[src/rtl/multi_port_sync_mem_if.sv]
// Per-port request/response bundle for multi_port_sync_mem, one slice per port in each vector.
// The collision vector exists only when MEM_COLLISION_DETECT_EN is defined.
interface multi_port_sync_mem_if #(
    parameter int ADDR_WIDTH = 4,
    parameter int DATA_WIDTH = 8,
    parameter int PORTS      = 2
);
    logic                          ready;
    logic [PORTS-1:0]              writeEnable;
    logic [PORTS-1:0]              readEnable;
    logic [PORTS*ADDR_WIDTH-1:0]   address;
    logic [PORTS*DATA_WIDTH-1:0]   writeData;
    logic [PORTS*DATA_WIDTH-1:0]   readData;
    logic [PORTS-1:0]              readValid;
`ifdef MEM_COLLISION_DETECT_EN
    logic [PORTS-1:0]              collision;

    modport master (
        output writeEnable, readEnable, address, writeData,
        input  ready, readData, readValid, collision
    );
    modport slave (
        input  writeEnable, readEnable, address, writeData,
        output ready, readData, readValid, collision
    );
`else
    modport master (
        output writeEnable, readEnable, address, writeData,
        input  ready, readData, readValid
    );
    modport slave (
        input  writeEnable, readEnable, address, writeData,
        output ready, readData, readValid
    );
`endif
endinterface

[src/rtl/multi_port_sync_mem.sv]
// N-port synchronous RAM with post-reset init sweep, lowest-port-wins write arbitration and
// selectable read-during-write; MEM_COLLISION_DETECT_EN adds the registered collision vector.
module multi_port_sync_mem #(
    parameter int                    ADDR_WIDTH  = 4,
    parameter int                    DATA_WIDTH  = 8,
    parameter int                    PORTS       = 2,
    parameter int                    WRITE_FIRST = 0,
    parameter logic [DATA_WIDTH-1:0] INIT_VALUE  = '0
) (
    input logic                  clock,
    input logic                  reset,
    multi_port_sync_mem_if.slave bus
);
    localparam int DEPTH = 2 ** ADDR_WIDTH;

    typedef enum logic {INIT, RUN} state_t;

    state_t                  state, state_next;
    logic [ADDR_WIDTH-1:0]   sweep;
    logic                    sweep_done;
    logic                    run;
    logic                    init_write;

    logic [DATA_WIDTH-1:0]   mem [DEPTH];

    logic [ADDR_WIDTH-1:0]   port_addr  [PORTS];
    logic [DATA_WIDTH-1:0]   port_wdata [PORTS];
    logic [DATA_WIDTH-1:0]   read_word  [PORTS];
    logic [PORTS-1:0]        write_win;
    logic [PORTS*DATA_WIDTH-1:0] read_data_q;
    logic [PORTS-1:0]        read_valid_q;

    for (genvar p = 0; p < PORTS; p++) begin : g_unpack
        assign port_addr[p]  = bus.address[p*ADDR_WIDTH +: ADDR_WIDTH];
        assign port_wdata[p] = bus.writeData[p*DATA_WIDTH +: DATA_WIDTH];
    end

    assign sweep_done = &sweep;

    // NOTE: sequential state uses <= so every register samples the pre-edge values of the others.
    always_ff @(posedge clock or posedge reset) begin
        if (reset) begin
            state <= INIT;
            sweep <= '0;
        end else begin
            state <= state_next;
            if (init_write) sweep <= sweep + 1'b1;
        end
    end

    // NOTE: defaulting state_next before the case keeps every path assigned, so no latch is inferred.
    always_comb begin
        state_next = state;
        case (state)
            INIT:    if (sweep_done) state_next = RUN;
            RUN:     state_next = RUN;
            default: state_next = INIT;
        endcase
    end

    always_comb begin
        run        = (state == RUN);
        init_write = (state == INIT);
        bus.ready  = run;
    end

    // A write wins unless a lower-index port writes the same word in the same cycle.
    always_comb begin
        write_win = '0;
        for (int p = 0; p < PORTS; p++) begin
            write_win[p] = run && bus.writeEnable[p];
            for (int q = 0; q < p; q++) begin
                if (bus.writeEnable[q] && (port_addr[q] == port_addr[p])) write_win[p] = 1'b0;
            end
        end
    end

    always_comb begin
        for (int p = 0; p < PORTS; p++) begin
            read_word[p] = mem[port_addr[p]];
            if (WRITE_FIRST != 0) begin
                for (int q = 0; q < PORTS; q++) begin
                    if (write_win[q] && (port_addr[q] == port_addr[p])) read_word[p] = port_wdata[q];
                end
            end
        end
    end

    // NOTE: the array has no reset; the init sweep defines its contents, which keeps it RAM-mappable.
    always_ff @(posedge clock) begin
        if (init_write) mem[sweep] <= INIT_VALUE;
        for (int p = 0; p < PORTS; p++) begin
            if (write_win[p]) mem[port_addr[p]] <= port_wdata[p];
        end
    end

    always_ff @(posedge clock or posedge reset) begin
        if (reset) begin
            read_data_q  <= '0;
            read_valid_q <= '0;
        end else begin
            for (int p = 0; p < PORTS; p++) begin
                read_valid_q[p] <= run && bus.readEnable[p];
                if (run && bus.readEnable[p]) read_data_q[p*DATA_WIDTH +: DATA_WIDTH] <= read_word[p];
            end
        end
    end

    assign bus.readData  = read_data_q;
    assign bus.readValid = read_valid_q;

`ifdef MEM_COLLISION_DETECT_EN
    logic [PORTS-1:0] collision_q;

    always_ff @(posedge clock or posedge reset) begin
        if (reset) collision_q <= '0;
        else       collision_q <= run ? (bus.writeEnable & ~write_win) : '0;
    end

    assign bus.collision = collision_q;
`endif
endmodule
[src/flat_wrapper.sv]
// flat-port wrapper written by rule: the top's interface ports become plain ports
module multi_port_sync_mem_flat 
#(
    parameter int                    ADDR_WIDTH  = 4,
    parameter int                    DATA_WIDTH  = 8,
    parameter int                    PORTS       = 2,
    parameter int                    WRITE_FIRST = 0,
    parameter logic [DATA_WIDTH-1:0] INIT_VALUE  = '0
)
  (clock, reset, bus_writeEnable, bus_readEnable, bus_address, bus_writeData, bus_ready, bus_readData, bus_readValid);
  multi_port_sync_mem_if #(.ADDR_WIDTH(ADDR_WIDTH), .DATA_WIDTH(DATA_WIDTH), .PORTS(PORTS)) bus_i ();
  input logic clock;
  input logic reset;
  input wire logic [$bits(bus_i.writeEnable)-1:0] bus_writeEnable;
  input wire logic [$bits(bus_i.readEnable)-1:0] bus_readEnable;
  input wire logic [$bits(bus_i.address)-1:0] bus_address;
  input wire logic [$bits(bus_i.writeData)-1:0] bus_writeData;
  output wire logic [$bits(bus_i.ready)-1:0] bus_ready;
  output wire logic [$bits(bus_i.readData)-1:0] bus_readData;
  output wire logic [$bits(bus_i.readValid)-1:0] bus_readValid;
  assign bus_i.writeEnable = bus_writeEnable;
  assign bus_i.readEnable = bus_readEnable;
  assign bus_i.address = bus_address;
  assign bus_i.writeData = bus_writeData;
  assign bus_ready = bus_i.ready;
  assign bus_readData = bus_i.readData;
  assign bus_readValid = bus_i.readValid;
  multi_port_sync_mem #(.ADDR_WIDTH(ADDR_WIDTH), .DATA_WIDTH(DATA_WIDTH), .PORTS(PORTS), .WRITE_FIRST(WRITE_FIRST), .INIT_VALUE(INIT_VALUE)) u_core (.clock(clock), .reset(reset), .bus(bus_i));
endmodule
[config.mk]
export PLATFORM = sky130hd
export DESIGN_NAME = multi_port_sync_mem_flat
export DESIGN_NICKNAME = d
export VERILOG_FILES = /design/src/rtl/multi_port_sync_mem_if.sv /design/src/rtl/multi_port_sync_mem.sv /design/src/flat_wrapper.sv
export SDC_FILE = /design/constraint.sdc
export NUM_CORES = 1
export LEC_CHECK = 0
export BUFFER_PORTS_ARGS = -buffer_cell sky130_fd_sc_hd__buf_4
export CORE_MARGIN = 2
export CORE_UTILIZATION = 59
export CTS_CLUSTER_SIZE = 28
export DETAILED_ROUTE_END_ITERATION = 10
export HOLD_SLACK_MARGIN = 0.08
export PLACE_DENSITY = 0.89
export SYNTH_ARGS = -nofsm -noshare
export SYNTH_HDL_FRONTEND = slang
export SYNTH_SLANG_ARGS = --single-unit
[constraint.sdc]
create_clock -name clock -period 2.81 [get_ports clock]
set_clock_uncertainty 0.1 [all_clocks]
set_input_delay 0.4215 -clock clock [delete_from_list [all_inputs] [get_ports clock]]
set_output_delay 0.4215 -clock clock [all_outputs]
set_load 0.05 [all_outputs]
==> reports/metrics.cfg, run 1 <==
[power]
ir_worst_vdd_mv = 0.502
p_switching_mw = 1.45
p_seq_share_pct = 44.6
power.leakage_nw = 3.96
internal_power_mw = 4.18
clockPowerShare_pct = 41.2
comb_power_share_pct = 14.2
p_per_area_mw_per_mm2 = 557
power_mw = 5.64
swShare_pct = 25.8

[global_routing]
overflow = 0
grt_pass1_vias = 6562
antenna_found_initial = 0
grt_max_degree = 28
grt_usage_pct = 32.5
grt_pass1_wl_mm = 38.5

[worst_setup_path]
reg2reg_slack_ps = 50
crit_path_max_fanout = 18
startpoint = u_core.bus.ready
criticalPathCategory = flop to flop
path_cells = nand2_1, nor2_1, a31oi_1, o21bai_1
r2r_start = u_core.bus.ready
cpPeakStageDelay_ps = 940
reg2regPathDepth = 4
worstSetupEndpoint = u_core.mem[15][3]
cp.arrival_ps = 2710
startpoint_type = flop
cp.required_ps = 2770
crit_path_end_kind = flop
crit_slowest_cell = o21bai_1
rr_endpoint = u_core.mem[15][3]

[clock_network]
cts_buffer_depth = 2
cts_buffers = 17
cts_root_buffer = clkbuf_16
cts_hold_buf = 0
clk_latency_ps = 440
htreeDepth = 4
cts_resized = 0
cts_sinks = 151
cts_tree = yes
cts.clk_slew.worst_paths_ps = 60
cts_setup_buffers = 0

[synth]
synthTopCellsByArea = edfxtp_1 (43%), mux2_2 (17%), mux2i_1 (9.0%), dfrtp_1 (6.4%), mux4_2 (5.8%)
synth.avg_cell_area_um2 = 13.2
synth_compound_area_share_pct = 8.29
synthSimpleGateAreaFrac_pct = 6.27
synthAdderAreaFrac_pct = 0.139
synth-async-reset-ratio_pct = 15.2
netlist_instances = 678
yosysWarnings = 0
syn-num-nets = 709
muxShareOfSynthArea_pct = 32.0
synth_xor_area_share_pct = 0.585
yosys.area.top_type = edfxtp_1
synth_enable_flop_cells = 128
syn-cell-area_mm2 = 0.00898
synth_flop_cell = edfxtp_1
synth_top_family_by_area = multiplexers
yosysSeqAreaShare_pct = 49.2
synth_top_area_share_pct = 42.8
yosys.cell_types.count = 46
synth_seq_cells = 151

[layout]
final_cell_mix = mux2_2 (137), edfxtp_1 (128), mux2i_1 (81)
multiInputGateArea_mm2 = 0.00425
fin_util_pct = 67.4
drive_above_1_share_pct = 39.7
filler_cell_count = 987
design_area_mm2 = 0.0101
final_common_cell = mux2_2
syn_to_final_growth_pct = 12.8
seqCellArea_mm2 = 0.00442
diodes = 0
fin_nets = 741

[timing]
hold_slack_ps = 91.6
hold_viol = 0
setup_viol = 0
rsz0062_at_grt = no
tightest_slew_ps = 1100
max_freq_mhz = 363
max_slew_margin_pct = 26.7
period_share_pct = 98.1
setup_tns_ps = 0
fin_crit_ps = 2760
slew_viol_final = 0

[die]
core_mm2 = 0.0150
die_area_mm2 = 0.0162
start_util_pct = 59.7
ios = 49
die_y_um = 127
die_w_um = 127
num_rows = 45

[hold_path]
hold_path_class = primary input to asynchronous set/reset pin

[route]
vias = 6650
wl_per_cell_um = 28.4
wirelength_mm = 25.9
dr.pass1.iters = 7
ant_nets = 0
drtIter0Drc = 984
vias_per_cell = 7.30
drcViolationCount = 0

[placed_design]
gp_congestion = 1.06
place_hpwl_mm = 17.8
io_buffers = 48
place_area_mm2 = 0.00953

[run]
max-cap-violations = 0

[run_status]
status = finished, final reports clean

==> through the flow <==
stage | instances | setup WS [ps]
final | 911 | 54.2
after global routing | 911 | 1.30
after floorplan | 678 | 69.8
after detailed placement | 879 | 54.5
after global placement | 879 | 179
after CTS | 911 | 121
==> layer usage <==
| layer | global-route usage, % | share of wire [%] | up-vias |
|---|---|---|---|
| met5 | 0 | 0 | - |
| met4 | 14.9 | 4.1 | 0 |
| met3 | 8.46 | 12 | 104 |
| met2 | 52.8 | 48 | 595 |
| met1 | 41.1 | 36 | 3243 |
| li1 | - | - | 2708 |
==> power by group through the flow <==
stage	clock network, mW	logic, mW	registers (mW)
6_report	2.32	0.800	2.51
3_5_place_dp	0	0.771	2.56
2_1_floorplan	0	0.426	2.66
4_1_cts	2.31	0.780	2.51
3_3_place_gp	0	0.749	2.56
5_1_grt	2.42	0.830	2.52
==> logic make-up (layout without fill, tap and decap cells) <==
kind of cell | count (synthesis) | count (layout)
muxes | 241 | 241
DFF | 151 | 151
and+or+nand+nor | 110 | 110
AOI/OAI and AO/OA | 96 | 96
buffers and inverters | 73 | 118
xor gates and xnor gates | 6 | 6
adders and majority gates | 1 | 1
==> registers in the layout, summed over array words and instances, names as in the netlist <==
signal	cells
u_core.mem	128
u_core.bus.readData	16
u_core.sweep	4
u_core.bus.readValid	2
u_core.bus.ready	1
==> area by class of cell <==
class,count,share of cell area (%)
Tap cell,188,2.32
Sequential cell,151,43.6
Timing Repair Buffer,80,6.05
Multi-Input combinational cell,454,41.9
Clock inverter,12,1.51
Inverter,6,0.222
Clock buffer,20,4.31
==> worst min-delay path by stage <==
| stage | end | startpoint |
|---|---|---|
| 6_report | u_core.bus.readData[1] | reset |
| 5_1_grt | u_core.bus.readData[4] | reset |
| 4_1_cts | u_core.bus.readData[7] | reset |
| 3_5_place_dp | u_core.bus.readData[3] | u_core.bus.readData[3] |
| 3_3_place_gp | u_core.bus.readData[1] | u_core.bus.readData[1] |
| 2_1_floorplan | u_core.bus.readData[0] | reset |
==> Yosys cell counts (3+ instances only) <==
master and n:
xnor2_1 6, o22ai_1 7, mux2_2 137, edfxtp_1 128
o21ai_2 8, buf_2 17, o21ai_0 8, nand2_1 32
and3_1 8, nor3b_1 3, a32oi_1 4, mux4_2 23
buf_4 3, nor2b_1 6, buf_1 12, a21oi_1 16
a22oi_1 20, nand2b_1 4, dfrtp_1 23, nor3_1 6
nand3_1 15, mux2i_1 81, a31oi_1 5, clkbuf_1 34
a211oi_2 3, a221oi_1 7, nand4_1 9, nor2_1 17
nand4b_1 3, o21bai_1 8, inv_1 6
==> critical path, delay by kind of cell (launching register included) <==
family / cells / cell delay, ps
and+or+nand+nor: 2 / 480
DFF: 1 / 720
AOI/OAI and AO/OA: 2 / 1070
Note: power is estimated with default switching activity, not from simulation.
==> run 2, diff against run 1 <==
clock period = 2.66 ns   (was 2.81 ns; I/O delays follow)
==> reports/metrics.cfg, run 2 (synthesis results as in run 1) <==
[run_status]
status = finished, final reports clean

[global_routing]
grt_pass1_vias = 6419
antenna_found_initial = 0
grt_usage_pct = 31.9
overflow = 0
grt_max_degree = 33
grt_pass1_wl_mm = 38.0

[placed_design]
io_buffers = 48
place_hpwl_mm = 17.7
placedCellCount = 882
place_ws_ps = 122
gp_congestion = 0.985

[layout]
regMostFlops = u_core.mem
fin_util_pct = 67.6
syn_to_final_growth_pct = 13.3
drive_above_1_share_pct = 40.0
final_common_cell = mux2_2
fin_nets = 744
diodes = 0
final_cell_mix = mux2_2 (137), edfxtp_1 (128), buf_4 (82)
filler_cell_count = 1018
largest_reg_flops = 128
final_cells = 913

[die]
die_area_mm2 = 0.0162
num_rows = 45
ios = 49
die_y_um = 127
start_util_pct = 59.7
die_w_um = 127
core_mm2 = 0.0150

[clock_network]
cts_tree = yes
cts_buffer_depth = 2
cts_sinks = 151
cts_resized = 0
clk_latency_ps = 440
cts_root_buffer = clkbuf_16
cts_hold_buf = 0
cts_buffers = 17
cts_setup_buffers = 0
htreeDepth = 4
cts.clk_slew.worst_paths_ps = 60

[worst_setup_path]
cp.required_ps = 2610
criticalPathCategory = flop to flop
r2r_start = u_core.bus.ready
crit_slowest_cell = o21bai_1
startpoint = u_core.bus.ready
crit_path_end_kind = flop
cp.arrival_ps = 2330
path_cells = nand2_1, nor3b_1, a31oi_1, o21bai_1
crit_path_max_fanout = 8
cpPeakStageDelay_ps = 920
startpoint_type = flop

[timing]
rsz0062_at_grt = no
setup_ws_ps = 279
hold_slack_ps = 77.8
fin_crit_ps = 2380
max_freq_mhz = 420
setup_viol = 0
slew_viol_final = 0
hold_viol = 0
tightest_slew_ps = 1070
max_slew_margin_pct = 28.8
period_share_pct = 89.5

[route]
vias_per_cell = 7.11
ant_nets = 0
wirelength_mm = 25.3
dr.pass1.iters = 5
vias = 6490
wl_per_cell_um = 27.7
drtIter0Drc = 1096
drcViolationCount = 0

[power]
comb_power_share_pct = 13.9
clockPowerShare_pct = 42.0
p_switching_mw = 1.52
ir_worst_vdd_mv = 0.498
p_seq_share_pct = 44.1
internal_power_mw = 4.51
p_per_area_mw_per_mm2 = 593
power.leakage_nw = 3.99
swShare_pct = 25.2

[hold_path]
hold_path_class = primary input to asynchronous set/reset pin

[run]
max-cap-violations = 0

run 2: changes by cell type in the layout (fill, tap and decap cells not counted), moves of 2 or more:
cell        previous run  this run
o21ai_0                6         4
clkbuf_1               3         1
clkinvlp_4             6         4
clkinv_4               0         2
o21ai_1                2         4
buf_4                 79        82
run 2: power groups by stage:
stage,logic [mW],clock network (mW),registers [mW]
finish,0.839,2.53,2.66
global route,0.881,2.62,2.66
CTS,0.823,2.54,2.66
detailed placement,0.817,0,2.71
global placement,0.800,0,2.70
floorplan,0.450,0,2.81
run 2: worst max-delay path, delay by kind of cell, from the launching register on:
kind               cells  cell delay [ps]
AOI/OAI and AO/OA      2             1080
and+or+nand+nor        2              410
DFF                    1              400
run 2: metrics by stage:
| stage | cell area [µm²] | TNS (ps) | total power, mW |
|---|---|---|---|
| global placement | 9560 | 0 | 3.50 |
| finish | 10200 | 0 | 6.03 |
| detailed placement | 9560 | 0 | 3.52 |
| CTS | 10200 | 0 | 6.01 |
| global route | 10200 | 0 | 6.16 |
| floorplan | 8980 | -1280 | 3.26 |
run 2: layer usage:
metal  vias up  GRT usage, %  routed length, µm
met5         -             0                  0
met4         0          12.7                834
met3        76          8.50               2860
met2       501          49.5              11800
met1      3187          43.1               9720
li1       2726             -                  -
run 2: final timing paths:
kind                                            to  slack (ps)  cells after the start
setup / recovery                 u_core.mem[10][7]         280                      4
min in group clock         u_core.bus.readValid[0]         280                      4
max in group asynchronous         u_core.bus.ready        1800                      2
setup reg to reg                 u_core.mem[10][7]         280                      4
hold reg to reg             u_core.bus.readData[4]         380                      2
hold / removal             u_core.bus.readValid[0]          80                      2
run 2: cell type report:
cell class | count | area [µm²] | share of cell area [%]
Tap cell | 188 | 235 | 2.31
Clock buffer | 18 | 429 | 4.22
Inverter | 6 | 22.5 | 0.222
Clock inverter | 13 | 181 | 1.78
Timing Repair Buffer | 83 | 636 | 6.25
Multi-Input combinational cell | 454 | 4240 | 41.7
Sequential cell | 151 | 4420 | 43.5
==> run 3, diff against run 2 <==
==> constraint.sdc (replaced) <==
create_clock -name clock -period 2.66 [get_ports clock]
set_clock_uncertainty 0.1 [all_clocks]
set_input_delay 0.665 -clock clock [delete_from_list [all_inputs] [get_ports clock]]
set_output_delay 0.665 -clock clock [all_outputs]
set_load 0.05 [all_outputs]
==> reports/metrics.cfg, run 3 (synthesis results as in run 1) <==
[worst_setup_path]
criticalPathCategory = primary input to flop
cpPeakStageDelay_ps = 370
cp.arrival_ps = 2390
crit_path_end_kind = flop
cpMostUsedCell = buf_4
cp.required_ps = 2700
cp.buffers_inverters = 4
rr_endpoint = u_core.mem[7][4]
r2r_start = u_core.bus.ready
crit_slowest_cell = buf_4
reg2reg_slack_ps = 470
cp_top_family = buffers and inverters
startpoint_type = primary input
path_cells = buf_4, buf_4, buf_4, nand2b_1, nor2_1, o21ai_2, o21ai_1, buf_4
reg2regPathDepth = 5
crit_path_max_fanout = 26

[route]
vias = 6686
wl_per_cell_um = 27.6
vias_per_cell = 7.17
ant_nets = 0
wirelength_mm = 25.7
drcViolationCount = 0
drtIter0Drc = 956
dr.pass1.iters = 5

[die]
core_mm2 = 0.0150
start_util_pct = 59.7
ios = 49
num_rows = 45
die_y_um = 127
die_w_um = 127
die_area_mm2 = 0.0162

[placed_design]
io_buffers = 48
placedCellCount = 901
place_area_mm2 = 0.00976
gp_congestion = 0.995
place_hpwl_mm = 17.8

[clock_network]
cts_buffers = 17
cts_hold_buf = 0
clk_latency_ps = 440
htreeDepth = 4
cts_resized = 0
cts_tree = yes
cts_buffer_depth = 2
cts_root_buffer = clkbuf_16
cts.clk_slew.worst_paths_ps = 60
cts_sinks = 151
cts_setup_buffers = 0

[timing]
fin_crit_ps = 2350
max_slew_margin_pct = 39.0
setup_viol = 0
slew_viol_final = 0
period_share_pct = 88.3
max_freq_mhz = 426
rsz0062_at_grt = no
tightest_slew_ps = 912
hold_viol = 0

[global_routing]
use_met1_pct = 44.2
grt_max_degree = 39
overflow = 0
antenna_found_initial = 0
met3_usage_pct = 8.17
met2_usage_pct = 50.9
grt_usage_pct = 32.7
grt-busiest-layer = met2
grt_pass1_wl_mm = 39.3
grt_pass1_vias = 6595

[run_status]
status = finished, final reports clean

[power]
ir_worst_vdd_mv = 0.501
power.leakage_nw = 4.08
p_per_area_mw_per_mm2 = 563
power_mw = 5.81

[layout]
fin_nets = 763
fin_util_pct = 68.6
diodes = 0
drive_above_1_share_pct = 41.9
syn_to_final_growth_pct = 14.9
final_common_cell = mux2_2
final_cells = 933
design_area_mm2 = 0.0103
final_cell_mix = mux2_2 (137), edfxtp_1 (128), buf_4 (97)
largest_reg_flops = 128
regMostFlops = u_core.mem

[hold_path]
hold_path_class = primary input to asynchronous set/reset pin

[run]
max-cap-violations = 0

run 3: worst register-to-register path, cell delays in order, from the launching register on:
cell and delay [ps]:
dfrtp_1 370, buf_4 230, nand4_1 240, a2111oi_4 420, buf_4 240, mux2_2 360
run 3: report_power, final:
group | internal [mW] | switching (mW) | total [mW]
logic | 0.339 | 0.526 | 0.865
registers | 2.63 | 0.0268 | 2.66
clock network | 1.28 | 1.00 | 2.29
total | 4.25 | 1.55 | 5.81
run 3: worst max path at each step:
| stage | slack, ps | to | from | cells after the start |
|---|---|---|---|---|
| finish | 310 | u_core.mem[1][3] | bus_address[4] | 8 |
| global route | 240 | u_core.mem[1][1] | bus_address[4] | 8 |
| CTS | 380 | u_core.mem[1][7] | bus_address[4] | 8 |
| detailed placement | -50 | u_core.mem[7][4] | bus_address[0] | 6 |
| global placement | 6 | u_core.mem[7][1] | bus_address[0] | 6 |
| floorplan | -80 | u_core.mem[12][0] | u_core.bus.ready | 5 |
run 3: area by class of cell:
class / instances / area, µm²
tap: 188 / 235
clock buffer: 17 / 425
clock inverter: 15 / 130
sequential: 151 / 4420
fill: 1016 / 4720
multi-input combinational: 454 / 4250
inverter: 6 / 22.5
timing repair buffer: 102 / 828
run 3: per-layer routing:
metal | wire, µm | share of wire (%) | vias up
met1 | 9900 | 38 | 3330
met4 | 964 | 3.7 | 0
li1 | - | - | 2763
met2 | 12100 | 47 | 508
met5 | 0 | 0 | -
met3 | 2790 | 11 | 85
run 3: per-stage QoR:
stage          hold WS (ps)  TNS (ps)  setup WS, ps
2_1_floorplan           425     -1280         -80.2
3_3_place_gp            370         0          6.47
3_5_place_dp            382     -1050         -49.2
4_1_cts                96.3         0           385
5_1_grt                 122         0           236
6_report                100         0           311
